[src/rtl/pbus_pkg.sv]
// pbus_pkg: state encoding and default timing shared by the parallel-bus transmit and receive sides.
package pbus_pkg;
  typedef enum logic [2:0] {IDLE, SETUP, STROBE, RELEASE, ABORT} pbus_state_t;
  localparam int DEF_SETUP_CYCLES = 2;
  localparam int DEF_TIMEOUT_CYCLES = 255;
endpackage

[src/rtl/pbus_tx_sync2.sv]
// sync2: two-flop synchronizer for a single asynchronous control input.
module sync2 (
  input  logic clk,
  input  logic rst_n,
  input  logic d,
  output logic q
);
  logic meta;
  always_ff @(posedge clk or negedge rst_n)
    if (!rst_n) {q, meta} <= 2'b00;
    else {q, meta} <= {meta, d};
endmodule

[src/rtl/pbus_tx.sv]
// pbus_tx: four-phase strobe/ack parallel-bus byte transmitter with setup delay and ack timeout.
module pbus_tx
  import pbus_pkg::*;
#(
  parameter int SETUP_CYCLES   = DEF_SETUP_CYCLES,
  parameter int TIMEOUT_CYCLES = DEF_TIMEOUT_CYCLES
) (
  input  logic       clk_50Mhz,
  input  logic       rst_n,
  input  logic [7:0] tx_data,
  input  logic       tx_valid,
  output logic       tx_ready,
  output logic [7:0] bus_data,
  output logic       bus_oe,
  output logic       bus_stb,
  input  logic       bus_ack,
  output logic       done,
  output logic       err
);
  localparam logic [7:0] SETUP_LAST = 8'(SETUP_CYCLES - 1);
  localparam logic [7:0] WAIT_LAST  = 8'(TIMEOUT_CYCLES - 1);
  pbus_state_t state, state_nx;
  logic [7:0] cnt, cnt_nx;
  logic       ack_s, seen_low, seen_nx, done_nx, load;
  sync2 u_ack_sync (.clk(clk_50Mhz), .rst_n(rst_n), .d(bus_ack), .q(ack_s));
  assign bus_oe  = state == SETUP || state == STROBE || state == RELEASE;
  assign bus_stb = state == STROBE;
  assign err     = state == ABORT;
  always_ff @(posedge clk_50Mhz or negedge rst_n)
    if (!rst_n) begin
      state    <= IDLE;
      cnt      <= '0;
      seen_low <= 1'b0;
      done     <= 1'b0;
      tx_ready <= 1'b0;
      bus_data <= '0;
    end else begin
      state    <= state_nx;
      cnt      <= cnt_nx;
      seen_low <= seen_nx;
      done     <= done_nx;
      tx_ready <= state_nx == IDLE;
      if (load) bus_data <= tx_data;
    end
  // seen_low guards against a stale ack left high from before the strobe
  always_comb begin
    state_nx = state;
    cnt_nx   = cnt;
    seen_nx  = seen_low;
    done_nx  = 1'b0;
    load     = 1'b0;
    case (state)
      IDLE: if (tx_valid && tx_ready) begin
        state_nx = SETUP;
        cnt_nx   = '0;
        load     = 1'b1;
      end
      SETUP: if (cnt == SETUP_LAST) begin
        state_nx = STROBE;
        cnt_nx   = '0;
        seen_nx  = 1'b0;
      end else cnt_nx = cnt + 8'd1;
      STROBE: begin
        seen_nx = seen_low | ~ack_s;
        if (ack_s && seen_low) begin
          state_nx = RELEASE;
          cnt_nx   = '0;
        end else if (cnt == WAIT_LAST) state_nx = ABORT;
        else cnt_nx = cnt + 8'd1;
      end
      RELEASE: if (!ack_s) begin
        state_nx = IDLE;
        done_nx  = 1'b1;
      end else if (cnt == WAIT_LAST) state_nx = ABORT;
      else cnt_nx = cnt + 8'd1;
      default: state_nx = IDLE;
    endcase
  end
endmodule

[config.mk]
export PLATFORM = sky130hd
export DESIGN_NAME = pbus_tx
export DESIGN_NICKNAME = d
export VERILOG_FILES = /design/src/rtl/pbus_pkg.sv /design/src/rtl/pbus_tx_sync2.sv /design/src/rtl/pbus_tx.sv
export SDC_FILE = /design/constraint.sdc
export NUM_CORES = 1
export LEC_CHECK = 0
export CORE_ASPECT_RATIO = 0.8
export CORE_MARGIN = 4
export CORE_UTILIZATION = 45
export CTS_BUF_LIST = sky130_fd_sc_hd__clkbuf_8
export DETAILED_ROUTE_END_ITERATION = 8
export MAX_ROUTING_LAYER = met4
export PLACE_DENSITY = 0.83
export REMOVE_ABC_BUFFERS = 1
export SYNTH_ARGS = -nofsm -noshare
export SYNTH_HDL_FRONTEND = slang
export SYNTH_SLANG_ARGS = --single-unit
[constraint.sdc]
create_clock -name clk_50Mhz -period 1.7 [get_ports clk_50Mhz]
set_clock_uncertainty 0.2 [all_clocks]
set_input_delay 0.425 -clock clk_50Mhz [delete_from_list [all_inputs] [get_ports clk_50Mhz]]
set_output_delay 0.425 -clock clk_50Mhz [all_outputs]
set_load 0.05 [all_outputs]
==> flow_metrics.tcl <==
set metrics [dict create \
    status "finished with violations" \
    failed_checks "setup timing" \
    timing.setup.critical_path_class "reg -> out" \
    finalWorstSetupSlack_ns -0.2044 \
    share_of_post_route_cells_with_drive_strength_above_1_pct 58.60 \
    static-leakage-power_uw 0.001022 \
    grt_antenna_before_repair 0 \
    clk_path_buf_depth 2 \
    numPortBuffers 24 \
    area_of_combinational_cells_with_multiple_inputs_sq_um 858.3 \
    rsz0062_at_grt "true" \
    max-vdd-ir-drop_uv 1055 \
    final_antenna_net_count 0 \
    io_pins 25 \
    timing.critical_path.required_ns 1.07 \
    synth-seq-area-share_pct 45.89 \
    total_die_area_sq_um 3841 \
    layout_common_cells "sky130_fd_sc_hd__buf_4 (31), sky130_fd_sc_hd__dfrtp_1 (20), sky130_fd_sc_hd__buf_12 (13), sky130_fd_sc_hd__buf_6 (12), sky130_fd_sc_hd__clkdlybuf4s50_1 (11)" \
    antennaDiodeCount 0 \
    dieWidth_microns 68.30 \
    gr-usage-all-layers_pct 25.90 \
    count_of_filler_cells_inserted_in_the_layout 124 \
    dp_hpwl_microns 2734 \
    r2r_setup_slack_ns -0.18 \
    timing.final.max_slew_violations 0 \
    tritoncts_num_sinks 24 \
    most_common_library_cell_in_the_layout_ignoring_fill_and_taps "sky130_fd_sc_hd__buf_4" \
    area_of_the_mapped_netlist_sq_um 1309 \
    ys_seq_elements 24 \
    critical_path.cell_chain "nand2b_2 > nor2_4 > buf_12" \
    start_util_pct 47.33 \
    drt-vias-per-instance 6.018 \
    area.growth.synth_to_final_pct 77.06 \
    vias_after_detailed_routing 1348 \
    worst_skew_pair.late_latency_ns 0.28 \
    capturing_element_type_of_the_critical_path "primary output" \
    setup.worst_path.start_class "flip-flop" \
    grt_max_degree 25 \
    holdCritStartpoint "u_ack_sync.meta" \
    fin_setup_tns_ns -3.102 \
    placeableCoreArea_sq_um 2765 \
    fp.dieH_microns 56.24 \
    rr_startpoint "state[0]" \
    timing_hold_violations_final 0 \
    ys.warnings.count 0 \
    clk_root_buffer_cell "sky130_fd_sc_hd__clkbuf_8" \
    layout.area.seq_sq_um 605.6 \
    numCtsBuffers 3 \
    drt_pre_antenna_iters 6 \
    timing.final.setup_violations 22 \
    routed_wirelength_microns 5075 \
    drc_errors_left 0 \
    hold_depth 0 \
    grt_pass1_wl_microns 7217 \
    grt_pass1_vias 1313 \
    max-slew-margin-rel_pct 78.75 \
    dp.cells 203 \
    critical-path-slowest-cell "sky130_fd_sc_hd__dfrtp_2" \
    nets 203 \
    synth_async_sr_flop_share_pct 100.0 \
    preCtsSetupSlack_ns -0.1704 \
    cp_data_arrival_time_ns 1.28 \
    cap_viol_max_count 0 \
    gp_congestion 0.8329 \
    worst_hold_path.endpoint "u_ack_sync.q" \
    worstHoldPathType "reg -> reg" \
    synth-edff-count 0 \
    p_total_uw 4491 \
    drt_iter0_markers 88 \
    timing.critical_path.buf_inv 1 \
    cp_top_family "flip-flops" \
    worst_pin_slew_ns 0.3163 \
    pd_cells_nw_per_um2 1938 \
    reg2regPathDepth 5 \
    post_synth.cell_area_avg_sq_um 11.09 \
    timing.rr.end "bus_data[4]" \
    hold_slack_ns 0.1657 \
    layout.cells.non_filler 224 \
    finalCritPeriodShare_pct 112.0 \
    post_synth_inst_count 118 \
    grt.overflow.total 0 \
    cp_max_fo 6 \
    final.min_clock_period_ns 1.904 \
    clkSlewWorstSetupHoldPaths_ns 0.08 \
    floorplan.rows 17 \
    tritoncts_clock_tree "done" \
    critical_path.max_stage_delay_ns 0.47 \
    cts-htree-levels 1 \
    ys.flop_type "sky130_fd_sc_hd__dfrtp_1" \
    post_drt_wl_per_cell_microns 22.66 \
    max_freq_ghz 0.5251 \
    number_of_library_cell_types_mapped_by_synthesis 39 \
]
==> cells by family (layout without fill, tap and decap cells) <==
logic type / after synthesis / after routing / share of synthesized area [%]
adders and majority gates: 3 / 3 / 2.868
and+or+nand+nor: 50 / 50 / 24.19
buffers and inverters: 9 / 77 / 3.442
muxes: 8 / 8 / 9.178
AOI/OAI and AO/OA: 24 / 24 / 14.44
DFF: 24 / 24 / 45.89
==> report_power, final <==
part / internal, uW / switching [uW]
registers: 761 / 234
clock network: 159 / 188
logic: 1610 / 1540
total: 2530 / 1960
==> worst max-delay path by stage <==
| stage | startpoint | endpoint | slack (ns) | cells past startpoint |
|---|---|---|---|---|
| floorplan | state[0] | err | -0.57 | 1 |
| global placement | tx_valid | bus_data[5] | -0.13 | 4 |
| detailed placement | tx_valid | cnt[6] | -0.17 | 5 |
| CTS | state[0] | err | -0.16 | 4 |
| global route | state[1] | err | -0.25 | 4 |
| finish | state[2] | bus_stb | -0.20 | 3 |
==> registers in the layout, summed over array words and instances, names as in the netlist <==
register / count
bus_data: 8
cnt: 8
state: 3
done: 1
seen_low: 1
tx_ready: 1
u_ack_sync.meta: 1
u_ack_sync.q: 1
==> layout make-up <==
type,instances,share of cell area (%)
multi-input cells,85,37.04
well taps,38,2.052
clock buffers,3,1.782
repair buffers,67,31.86
inverters,7,1.134
flip-flops and latches,24,26.13
==> Yosys cell counts (all sizes together), types with 2 or more instances <==
cell type | number | area, sq um
dfrtp | 24 | 600.6
nor2 | 9 | 33.78
o22ai | 6 | 37.54
nand4 | 4 | 31.28
nor3b | 2 | 26.28
o21a | 2 | 15.01
a21oi | 2 | 25.03
nor4b | 2 | 30.03
a22oi | 2 | 20.02
nand2b | 2 | 12.51
nor3 | 4 | 20.02
mux2 | 8 | 120.1
o32ai | 2 | 25.03
and2 | 4 | 25.02
nand3 | 5 | 30.03
inv | 7 | 26.28
ha | 3 | 37.54
nand2 | 7 | 26.28
nor2b | 4 | 25.02
o21ai | 5 | 25.02
or2 | 2 | 12.52
nor4 | 2 | 12.51
buf | 2 | 18.77
==> routing by layer <==
layer	GRT usage, %	wire length (microns)	up-vias
li1	-	-	567
met1	32.66	2096	678
met2	39.84	2426	77
met3	5.859	324	26
met4	10.20	227	0
met5	-	0	-
==> what timing repair did <==
action / 4_1_cts / 5_1_grt
endpoints found under the setup margin: 20 / 23
gates resized for setup: 21 / 32
hold buffers: 0 / 0
pin swaps: 11 / 16
hold endpoints to repair: 0 / 0
setup buffers: 9 / 10
==> stage by stage <==
stage | cell area (sq um) | util (%)
after floorplan | 1290 | -
after global placement | 1896 | 68.55
after detailed placement | 1896 | 68.55
after CTS | 2082 | 75.29
after global routing | 2317 | 83.80
final | 2317 | 83.80
==> worst register-to-register path: stages (launching register included) <==
cell	delay [ns]
sky130_fd_sc_hd__dfrtp_2	0.44
sky130_fd_sc_hd__buf_4	0.15
sky130_fd_sc_hd__nor4b_4	0.32
sky130_fd_sc_hd__and2_4	0.23
sky130_fd_sc_hd__buf_6	0.13
sky130_fd_sc_hd__mux2_4	0.30
Power figures use the tool's default switching activity.
